===== src/rtl/jk_bank_sequencer_if.sv =====
// Command and bank-facing signal bundle of the JK bank sequencer.
// master = command source plus bank side; slave = the sequencer itself.
interface jk_bank_sequencer_if #(
  parameter int WIDTH = 8,
  parameter int CNT_W = 4
);
  // Handshake: a command transfers on a posedge where cmd_valid and cmd_ready are
  // both high. The source holds op/data/cnt stable while cmd_valid is high and
  // cmd_ready is low; cmd_ready never depends on cmd_valid.
  logic             cmd_valid;
  logic             cmd_ready;
  logic [2:0]       cmd_op;
  logic [WIDTH-1:0] cmd_data;
  logic [CNT_W-1:0] cmd_cnt;
  logic             sin;
  logic [WIDTH-1:0] q_fb;
  logic [WIDTH-1:0] j;
  logic [WIDTH-1:0] k;
  logic             busy;
  logic             done;
  logic             err;

  modport master (
    output cmd_valid, cmd_op, cmd_data, cmd_cnt, sin, q_fb,
    input  cmd_ready, j, k, busy, done, err
  );

  modport slave (
    input  cmd_valid, cmd_op, cmd_data, cmd_cnt, sin, q_fb,
    output cmd_ready, j, k, busy, done, err
  );
endinterface


===== src/rtl/jk_bank_sequencer.sv =====
// Command-driven sequencer producing per-bit J/K drive for an external JK bank.
// Each EXEC cycle recomputes the target from live q_fb, so bank disturbances are absorbed.
module jk_bank_sequencer #(
  parameter int WIDTH = 8,
  parameter int CNT_W = 4
) (
  input  logic                clk,
  input  logic                rst,
  jk_bank_sequencer_if.slave  bus,
  output logic [1:0]          dbg_state
);

  typedef enum logic [1:0] {
    S_IDLE = 2'd0,
    S_EXEC = 2'd1,
    S_DONE = 2'd2
  } state_t;

  localparam logic [2:0] OP_NOP    = 3'b000;
  localparam logic [2:0] OP_CLEAR  = 3'b001;
  localparam logic [2:0] OP_SET    = 3'b010;
  localparam logic [2:0] OP_LOAD   = 3'b011;
  localparam logic [2:0] OP_TOGGLE = 3'b100;
  localparam logic [2:0] OP_COUNT  = 3'b101;
  localparam logic [2:0] OP_SHIFT  = 3'b110;
  localparam logic [2:0] OP_RSVD   = 3'b111;

  state_t           state_q, state_d;
  logic [2:0]       op_q,    op_d;
  logic [WIDTH-1:0] data_q,  data_d;
  logic [CNT_W-1:0] cnt_q,   cnt_d;
  logic             err_q,   err_d;

  logic [WIDTH-1:0] shift_t;
  logic [WIDTH-1:0] tgt;

  always_ff @(posedge clk or posedge rst) begin
    if (rst) begin
      state_q <= S_IDLE;
      op_q    <= OP_NOP;
      data_q  <= '0;
      cnt_q   <= '0;
      err_q   <= 1'b0;
    end else begin
      state_q <= state_d;
      op_q    <= op_d;
      data_q  <= data_d;
      cnt_q   <= cnt_d;
      err_q   <= err_d;
    end
  end

  always_comb begin
    state_d = state_q;
    op_d    = op_q;
    data_d  = data_q;
    cnt_d   = cnt_q;
    err_d   = err_q;
    case (state_q)
      S_IDLE: begin
        if (bus.cmd_valid) begin
          op_d   = bus.cmd_op;
          data_d = bus.cmd_data;
          cnt_d  = bus.cmd_cnt;
          err_d  = 1'b0;
          case (bus.cmd_op)
            OP_CLEAR, OP_SET, OP_LOAD, OP_TOGGLE: begin
              cnt_d   = CNT_W'(1);
              state_d = S_EXEC;
            end
            OP_COUNT, OP_SHIFT: begin
              // A zero step count completes without touching the bank.
              state_d = (bus.cmd_cnt != '0) ? S_EXEC : S_DONE;
            end
            OP_RSVD: begin
              err_d   = 1'b1;
              state_d = S_DONE;
            end
            default: state_d = S_DONE;
          endcase
        end
      end
      S_EXEC: begin
        cnt_d = cnt_q - CNT_W'(1);
        if (cnt_q == CNT_W'(1)) state_d = S_DONE;
      end
      S_DONE:  state_d = S_IDLE;
      default: state_d = S_IDLE;
    endcase
  end

  generate
    if (WIDTH == 1) begin : g_shift_narrow
      assign shift_t = bus.sin;
    end else begin : g_shift_wide
      assign shift_t = {bus.q_fb[WIDTH-2:0], bus.sin};
    end
  endgenerate

  always_comb begin
    tgt = bus.q_fb;
    case (op_q)
      OP_CLEAR: tgt = '0;
      OP_SET:   tgt = '1;
      OP_LOAD:  tgt = data_q;
      OP_COUNT: tgt = bus.q_fb + WIDTH'(1);
      OP_SHIFT: tgt = shift_t;
      default:  tgt = bus.q_fb;
    endcase
  end

  // Only TOGGLE may drive jk=11; every other op uses set/reset encoding.
  always_comb begin
    bus.j = '0;
    bus.k = '0;
    if (state_q == S_EXEC) begin
      if (op_q == OP_TOGGLE) begin
        bus.j = data_q;
        bus.k = data_q;
      end else begin
        bus.j = tgt & ~bus.q_fb;
        bus.k = ~tgt & bus.q_fb;
      end
    end
  end

  assign bus.cmd_ready = (state_q == S_IDLE);
  assign bus.busy      = (state_q == S_EXEC) || (state_q == S_DONE);
  assign bus.done      = (state_q == S_DONE);
  assign bus.err       = (state_q == S_DONE) && err_q;
  assign dbg_state     = state_q;

endmodule


===== src/flat_wrapper.sv =====
// flat-port wrapper written by rule: the top's interface ports become plain ports
module jk_bank_sequencer_flat 
#(
  parameter int WIDTH = 8,
  parameter int CNT_W = 4
)
  (clk, rst, dbg_state, bus_cmd_valid, bus_cmd_op, bus_cmd_data, bus_cmd_cnt, bus_sin, bus_q_fb, bus_cmd_ready, bus_j, bus_k, bus_busy, bus_done, bus_err);
  jk_bank_sequencer_if #(.WIDTH(WIDTH), .CNT_W(CNT_W)) bus_i ();
  input  logic clk;
  input  logic rst;
  output logic [1:0] dbg_state;
  input wire logic [$bits(bus_i.cmd_valid)-1:0] bus_cmd_valid;
  input wire logic [$bits(bus_i.cmd_op)-1:0] bus_cmd_op;
  input wire logic [$bits(bus_i.cmd_data)-1:0] bus_cmd_data;
  input wire logic [$bits(bus_i.cmd_cnt)-1:0] bus_cmd_cnt;
  input wire logic [$bits(bus_i.sin)-1:0] bus_sin;
  input wire logic [$bits(bus_i.q_fb)-1:0] bus_q_fb;
  output wire logic [$bits(bus_i.cmd_ready)-1:0] bus_cmd_ready;
  output wire logic [$bits(bus_i.j)-1:0] bus_j;
  output wire logic [$bits(bus_i.k)-1:0] bus_k;
  output wire logic [$bits(bus_i.busy)-1:0] bus_busy;
  output wire logic [$bits(bus_i.done)-1:0] bus_done;
  output wire logic [$bits(bus_i.err)-1:0] bus_err;
  assign bus_i.cmd_valid = bus_cmd_valid;
  assign bus_i.cmd_op = bus_cmd_op;
  assign bus_i.cmd_data = bus_cmd_data;
  assign bus_i.cmd_cnt = bus_cmd_cnt;
  assign bus_i.sin = bus_sin;
  assign bus_i.q_fb = bus_q_fb;
  assign bus_cmd_ready = bus_i.cmd_ready;
  assign bus_j = bus_i.j;
  assign bus_k = bus_i.k;
  assign bus_busy = bus_i.busy;
  assign bus_done = bus_i.done;
  assign bus_err = bus_i.err;
  jk_bank_sequencer #(.WIDTH(WIDTH), .CNT_W(CNT_W)) u_core (.clk(clk), .rst(rst), .bus(bus_i), .dbg_state(dbg_state));
endmodule

===== config.mk =====
export PLATFORM = sky130hd
export DESIGN_NAME = jk_bank_sequencer_flat
export DESIGN_NICKNAME = d
export VERILOG_FILES = /design/src/rtl/jk_bank_sequencer_if.sv /design/src/rtl/jk_bank_sequencer.sv /design/src/flat_wrapper.sv
export SDC_FILE = /design/constraint.sdc
export NUM_CORES = 1
export LEC_CHECK = 0
export ABC_CLOCK_PERIOD_IN_PS = 2800
export CORE_ASPECT_RATIO = 0.9
export CORE_MARGIN = 3
export CORE_UTILIZATION = 50
export CTS_BUF_LIST = sky130_fd_sc_hd__clkbuf_2 sky130_fd_sc_hd__clkbuf_4 sky130_fd_sc_hd__clkbuf_8
export DETAILED_ROUTE_END_ITERATION = 7
export GPL_TIMING_DRIVEN = 1
export PLACE_DENSITY_LB_ADDON = 0.1
export SLEW_MARGIN = 15
export SYNTH_ARGS = -nofsm -noshare
export SYNTH_HDL_FRONTEND = slang
export SYNTH_SLANG_ARGS = --single-unit

===== constraint.sdc =====
create_clock -name clk -period 2.8 [get_ports clk]
set_clock_uncertainty 0.05 [all_clocks]
set_input_delay 0.56 -clock clk [delete_from_list [all_inputs] [get_ports clk]]
set_output_delay 0.56 -clock clk [all_outputs]
set_load 0.05 [all_outputs]

==> results.txt, run 1 <==
crit path launch type = flip-flop
critical path class = reg2out
largest area contributor in the netlist = dfrtp_1
site row count = 17
status = finished, final reports clean
Die Width = 62.72 um
leak pwr = 0.9639 nW
sequential-to-total area share from yosys stat = 0.3111
fin area = 2267 um2
IO Port Bufs = 48
clock root cell = clkbuf_4
core region area = 2595 um2
initial antenna violation count = 0
clk sink count = 18
WHS Path Cells = 2
maximum clock frequency = 361.8 MHz
pin count of the biggest net entering global routing = 19
Avg WL per Cell = 18.10 um
Synth Area per Inst = 8.617 um2
GP Congestion = 0.9058
starting density of the core = 0.5579
via count = 1693
WL final = 4797 um
top cell type's share of synthesized area = 0.3111
CP Cell Sequence = nand3b_1, a2bb2oi_1, a21oi_1, o31ai_1, buf_4, buf_12
final worst path period share = 0.9872
Slew Viols, Final = 0
Least-Margin Pin Slew = 741.0 ps
sequential standard cell area = 454.2 um2
Fin Hold WS = 450.2 ps
element type at the critical path end = output port
non-filler instance count after layout = 265
CP bufs+invs = 2
Residual DRC = 0
gr usage total = 0.2729
synthesized area = 1448 um2
Die Y = 57.05 um
layout cells sized above 1 = 0.2555
yosys warns = 0
RSZ-0062 raised after global routing = true
Worst path depth = 6
post-synth net total = 201
IO Pins = 49
first-pass GRT wire length = 7879 um
CP top delay family = compound AO/OA/AOI/OAI gates
Synth area leaders = dfrtp_1 (31%), mux2_2 (8.6%), ha_1 (5.2%)
P per Cell Area = 994.5 nW/um2
total gr overflow = 0
worst endpoint data arrival time = 2150 ps
Skew-Pair Late Insertion Delay = 300 ps
maxcap violations = 0
initial DRC count = 133
ANT cells = 0
Max stage delay cell, worst path = dfrtp_2
worst-path maximum fanout = 15
Netlist cell types = 45
Hold Crit Class = reg2reg
CP peak stage delay = 520 ps
commonest cells after routing, fill and taps aside = clkdlybuf4s50_1 (30), nand2_1 (17), buf_12 (16), buf_4 (16), dfrtp_1 (15)
via-per-instance ratio = 6.389
fillers = 150
Power Total = 2.255 mW
area of the multi-input gates = 939.7 um2
R2R depth = 7
Worst slew margin = 0.5055
Routed Antenna Nets = 0
Peak VDD IR = 0.0006412 V
commonest non-fill, non-tap cell in the layout = clkdlybuf4s50_1
endpoints failing setup = 0
Cell Area, Placed = 2187 um2
hpwl dp = 3491 um
CTS Buffer Depth = 2
Final nets = 262
Cells after DPL = 257
Final Hold Vio Count = 0
required time of the worst setup path = 2190 ps
vias in the first global route = 1627
clk slew on worst S/H paths = 100 ps
H-tree depth = 1
CTS tree = done
detailed-router iteration count before antenna repair = 5
Tmin final = 2764 ps
Syn-to-layout area delta = 56.61%
Yosys reg bits = 18
Synth Instances = 168
DIE AREA = 3578 um2
FF-to-FF setup slack = 820 ps
number of buffers created by CTS = 3
-- report_power, final --
part | internal [mW] | switching, mW | total, mW
registers | 0.389 | 0.191 | 0.579
clock network | 0.0502 | 0.0816 | 0.132
logic | 0.679 | 0.865 | 1.54
total | 1.12 | 1.14 | 2.25
-- worst reg2reg max path: stages, from the launching register on --
cell and delay [ps]:
dfrtp_1 410, inv_1 80, ha_1 250, buf_4 200
mux2i_1 480, nor2_1 80, mux2i_1 170, o221ai_1 120
-- routing by layer --
metal  wire length (um)  part of all wire  vias to the layer above  track usage
met5                  0                 0                        -            0
met4                110             0.023                        0      0.08176
met3                580              0.12                       21      0.08465
met2               2297              0.48                      137       0.4331
met1               1808              0.38                      786       0.3595
li1                   -                 -                      749            -
-- state kept, by name (all words and copies together), names as in the netlist --
register	count
u_core.err_q	1
u_core.op_q	3
u_core.data_q	8
u_core.dbg_state	2
u_core.cnt_q	4
-- synthesized netlist by cell type (all sizes together) --
cell      n
dfrtp    18
nand2    17
o21ai    16
inv      11
mux2     11
a21oi    10
o31ai    10
nor2      8
buf       6
ha        6
nand3     6
and3      5
a22o      4
a2bb2oi   4
xnor2     3
a21o      2
a221oi    2
a32oi     2
and2      2
clkbuf    2
mux2i     2
nor4      2
o211ai    2
o2bb2ai   2
or3       2
a311oi    1
a41o      1
and3b     1
nand2b    1
nand3b    1
nand4     1
nor2b     1
nor3      1
nor3b     1
o211a     1
o221ai    1
o22ai     1
o31a      1
-- metrics by stage --
step / setup WS, ps / TNS, ps / util
floorplan: -208.1 / -1218 / -
global placement: 23.09 / 0 / 0.8428
detailed placement: 1.764 / 0 / 0.8428
CTS: 26.10 / 0 / 0.8520
global route: -15.04 / -25.84 / 0.8737
finish: 35.73 / 0 / 0.8737
-- layout make-up --
cell class | count | area share
multi-input combinational | 131 | 0.4145
clock buffer | 3 | 0.009934
sequential | 18 | 0.2003
inverter | 11 | 0.01821
timing repair buffer | 64 | 0.3361
tap | 38 | 0.02097
-- cell families after synthesis --
group	Yosys count	synth area share
buffers and inverters	19	0.05704
adders and majority gates	6	0.05186
AOI/OAI and AO/OA	60	0.2930
and+or+nand+nor	49	0.1694
muxes	13	0.09940
DFF	18	0.3111
xor gates and xnor gates	3	0.01815
-- what timing repair did --
item                       4_1_cts  5_1_grt
setup endpoints to repair        5       13
hold buffers                     0        0
gates resized for setup          4        5
setup buffers                    0        5
pin swaps                        1        4
-- final timing paths --
| kind | startpoint | endpoint |
|---|---|---|
| max | u_core.op_q[1] | bus_j[6] |
| min | u_core.err_q | u_core.err_q |
| max reg2reg | u_core.dbg_state[1] | u_core.cnt_q[2] |
| min reg2reg | u_core.err_q | u_core.err_q |
| max in group asynchronous | rst | u_core.op_q[2] |
| min in group asynchronous | rst | u_core.dbg_state[0] |
No activity file was read; power rests on OpenSTA's default activity.
==> inputs of run 2 (changes only) <==
--- a/config.mk
+++ b/config.mk
@@ -5,12 +5,13 @@
 export SDC_FILE = /design/constraint.sdc
 export NUM_CORES = 1
 export LEC_CHECK = 0
-export ABC_CLOCK_PERIOD_IN_PS = 2800
+export ABC_CLOCK_PERIOD_IN_PS = 2400
 export CORE_ASPECT_RATIO = 0.9
 export CORE_MARGIN = 3
 export CORE_UTILIZATION = 50
 export CTS_BUF_LIST = sky130_fd_sc_hd__clkbuf_2 sky130_fd_sc_hd__clkbuf_4 sky130_fd_sc_hd__clkbuf_8
 export DETAILED_ROUTE_END_ITERATION = 7
+export DONT_BUFFER_PORTS = 1
 export GPL_TIMING_DRIVEN = 1
 export PLACE_DENSITY_LB_ADDON = 0.1
 export SLEW_MARGIN = 15
==> constraint.sdc (replaced) <==
create_clock -name clk -period 2.4 [get_ports clk]
set_clock_uncertainty 0.05 [all_clocks]
set_input_delay 0.48 -clock clk [delete_from_list [all_inputs] [get_ports clk]]
set_output_delay 0.48 -clock clk [all_outputs]
set_load 0.05 [all_outputs]
==> results.txt, run 2 (same netlist as run 1, synthesis figures left out) <==
Final Util = 0.8500
fin area = 2206 um2
area of the multi-input gates = 1112 um2
leak pwr = 0.9328 nW
Final Hold Vio Count = 0
vias in the first global route = 1537
Skew-Pair Late Insertion Delay = 310 ps
Die Y = 57.05 um
initial antenna violation count = 0
Fin Hold WS = 100.3 ps
Reg with most FFs = u_core.data_q
sequential standard cell area = 456.7 um2
Die Width = 62.72 um
Least-Margin Pin Slew = 708.1 ps
H-tree depth = 1
Final nets = 247
crit path launch type = flip-flop
Syn-to-layout area delta = 52.38%
Tmin final = 2558 ps
Largest register FFs = 8
maxcap violations = 0
DIE AREA = 3578 um2
total gr overflow = 0
pin count of the biggest net entering global routing = 19
failing checks = setup timing
Avg WL per Cell = 23.08 um
CTS Buffer Depth = 2
critical path class = reg2out
clock root cell = clkbuf_4
status = complete, but fails checks
Hold-fix buffers, CTS = 0
layout cells sized above 1 = 0.4601
commonest non-fill, non-tap cell in the layout = buf_4
hpwl dp = 3245 um
initial DRC count = 175
IO Pins = 49
clk sink count = 18
site row count = 17
ANT cells = 0
via-per-instance ratio = 6.733
CTS tree = done
Hold Crit Class = in2async
number of buffers created by CTS = 3
endpoints failing setup = 15
RSZ-0062 raised after global routing = true
WL final = 5793 um
Slew Viols, Final = 0
Routed Antenna Nets = 0
commonest cells after routing, fill and taps aside = buf_4 (30), nand2_1 (17), dfrtp_1 (13)
Cell Area, Placed = 1843 um2
fillers = 152
GP Congestion = 0.8778
clk slew on worst S/H paths = 120 ps
gr usage total = 0.2558
Residual DRC = 0
Worst slew margin = 0.5274
final worst path period share = 1.066
Largest regs = u_core.data_q: 8 flops, u_core.cnt_q: 4 flops, u_core.op_q: 3 flops
P per Cell Area = 1404 nW/um2
IO Port Bufs = 0
worst-path maximum fanout = 4
setup TNS = -724.4 ps
worst endpoint data arrival time = 2030 ps
Final WS setup = -157.6 ps
element type at the critical path end = output port
starting density of the core = 0.5579
required time of the worst setup path = 1870 ps
Peak VDD IR = 0.0007725 V
detailed-router iteration count before antenna repair = 5
via count = 1690
core region area = 2595 um2
maximum clock frequency = 391.0 MHz
first-pass GRT wire length = 7438 um
-- run 2: cell type report --
cell class | instances | area share
flip-flops and latches | 18 | 0.2070
clock buffers | 4 | 0.01361
well taps | 38 | 0.02155
inverters | 11 | 0.01872
repair buffers | 49 | 0.2348
multi-input cells | 131 | 0.5043
-- run 2: worst max-delay path, cell delays in order (launching register included) --
cell	delay, ps
dfrtp_2	450
nand3b_1	250
buf_4	210
o2bb2ai_1	270
o31a_1	250
o31ai_2	80
buf_4	190
-- run 2: metal layers --
layer  wire length, um  track usage  share of wire  vias up
met5                 0            0              0        -
met3               753      0.07480           0.13       28
met4               187      0.05346          0.032        0
met2              2739       0.4271           0.47      146
met1              2113       0.3321           0.36      794
li1                  -            -              -      722
-- run 2: repair_timing --
| action | in CTS | in global routing |
|---|---|---|
| gates resized for setup | 15 | 27 |
| pin swaps | 1 | 7 |
| endpoints found under the setup margin | 16 | 16 |
| setup buffers | 12 | 9 |
-- run 2: path summary, 6_finish.rpt --
check                      cells past startpoint                  end  slack, ps                 from
max                                            6             bus_j[7]       -160       u_core.op_q[0]
max reg2reg                                    5     u_core.data_q[0]        290  u_core.dbg_state[0]
max in group asynchronous                      1       u_core.op_q[2]       1710                  rst
min reg2reg                                    2         u_core.err_q        460         u_core.err_q
min in group clk                               1  u_core.dbg_state[1]        220        bus_cmd_valid
min                                            1  u_core.dbg_state[0]        100                  rst
-- run 2: where the power goes --
group | internal (mW) | switching, mW | total (mW)
Clock | 0.0763 | 0.107 | 0.183
Sequential | 0.456 | 0.174 | 0.630
Combinational | 0.963 | 1.32 | 2.28
-- run 2: metrics by stage --
stage | cells | power (mW) | worst slack [ps]
floorplan | 168 | 1.804 | -50.25
global placement | 226 | 2.202 | 206.2
detailed placement | 226 | 2.276 | 90.05
CTS | 242 | 2.663 | 4.735
global route | 251 | 3.218 | -204.2
finish | 251 | 3.098 | -157.6
==> inputs of run 3 (changes only) <==
--- a/config.mk
+++ b/config.mk
@@ -5,7 +5,6 @@
 export SDC_FILE = /design/constraint.sdc
 export NUM_CORES = 1
 export LEC_CHECK = 0
-export ABC_CLOCK_PERIOD_IN_PS = 2400
 export CORE_ASPECT_RATIO = 0.9
 export CORE_MARGIN = 3
 export CORE_UTILIZATION = 50
==> results of run 3 <==
The final DEF is identical to that of run 2; final timing and power are the same.
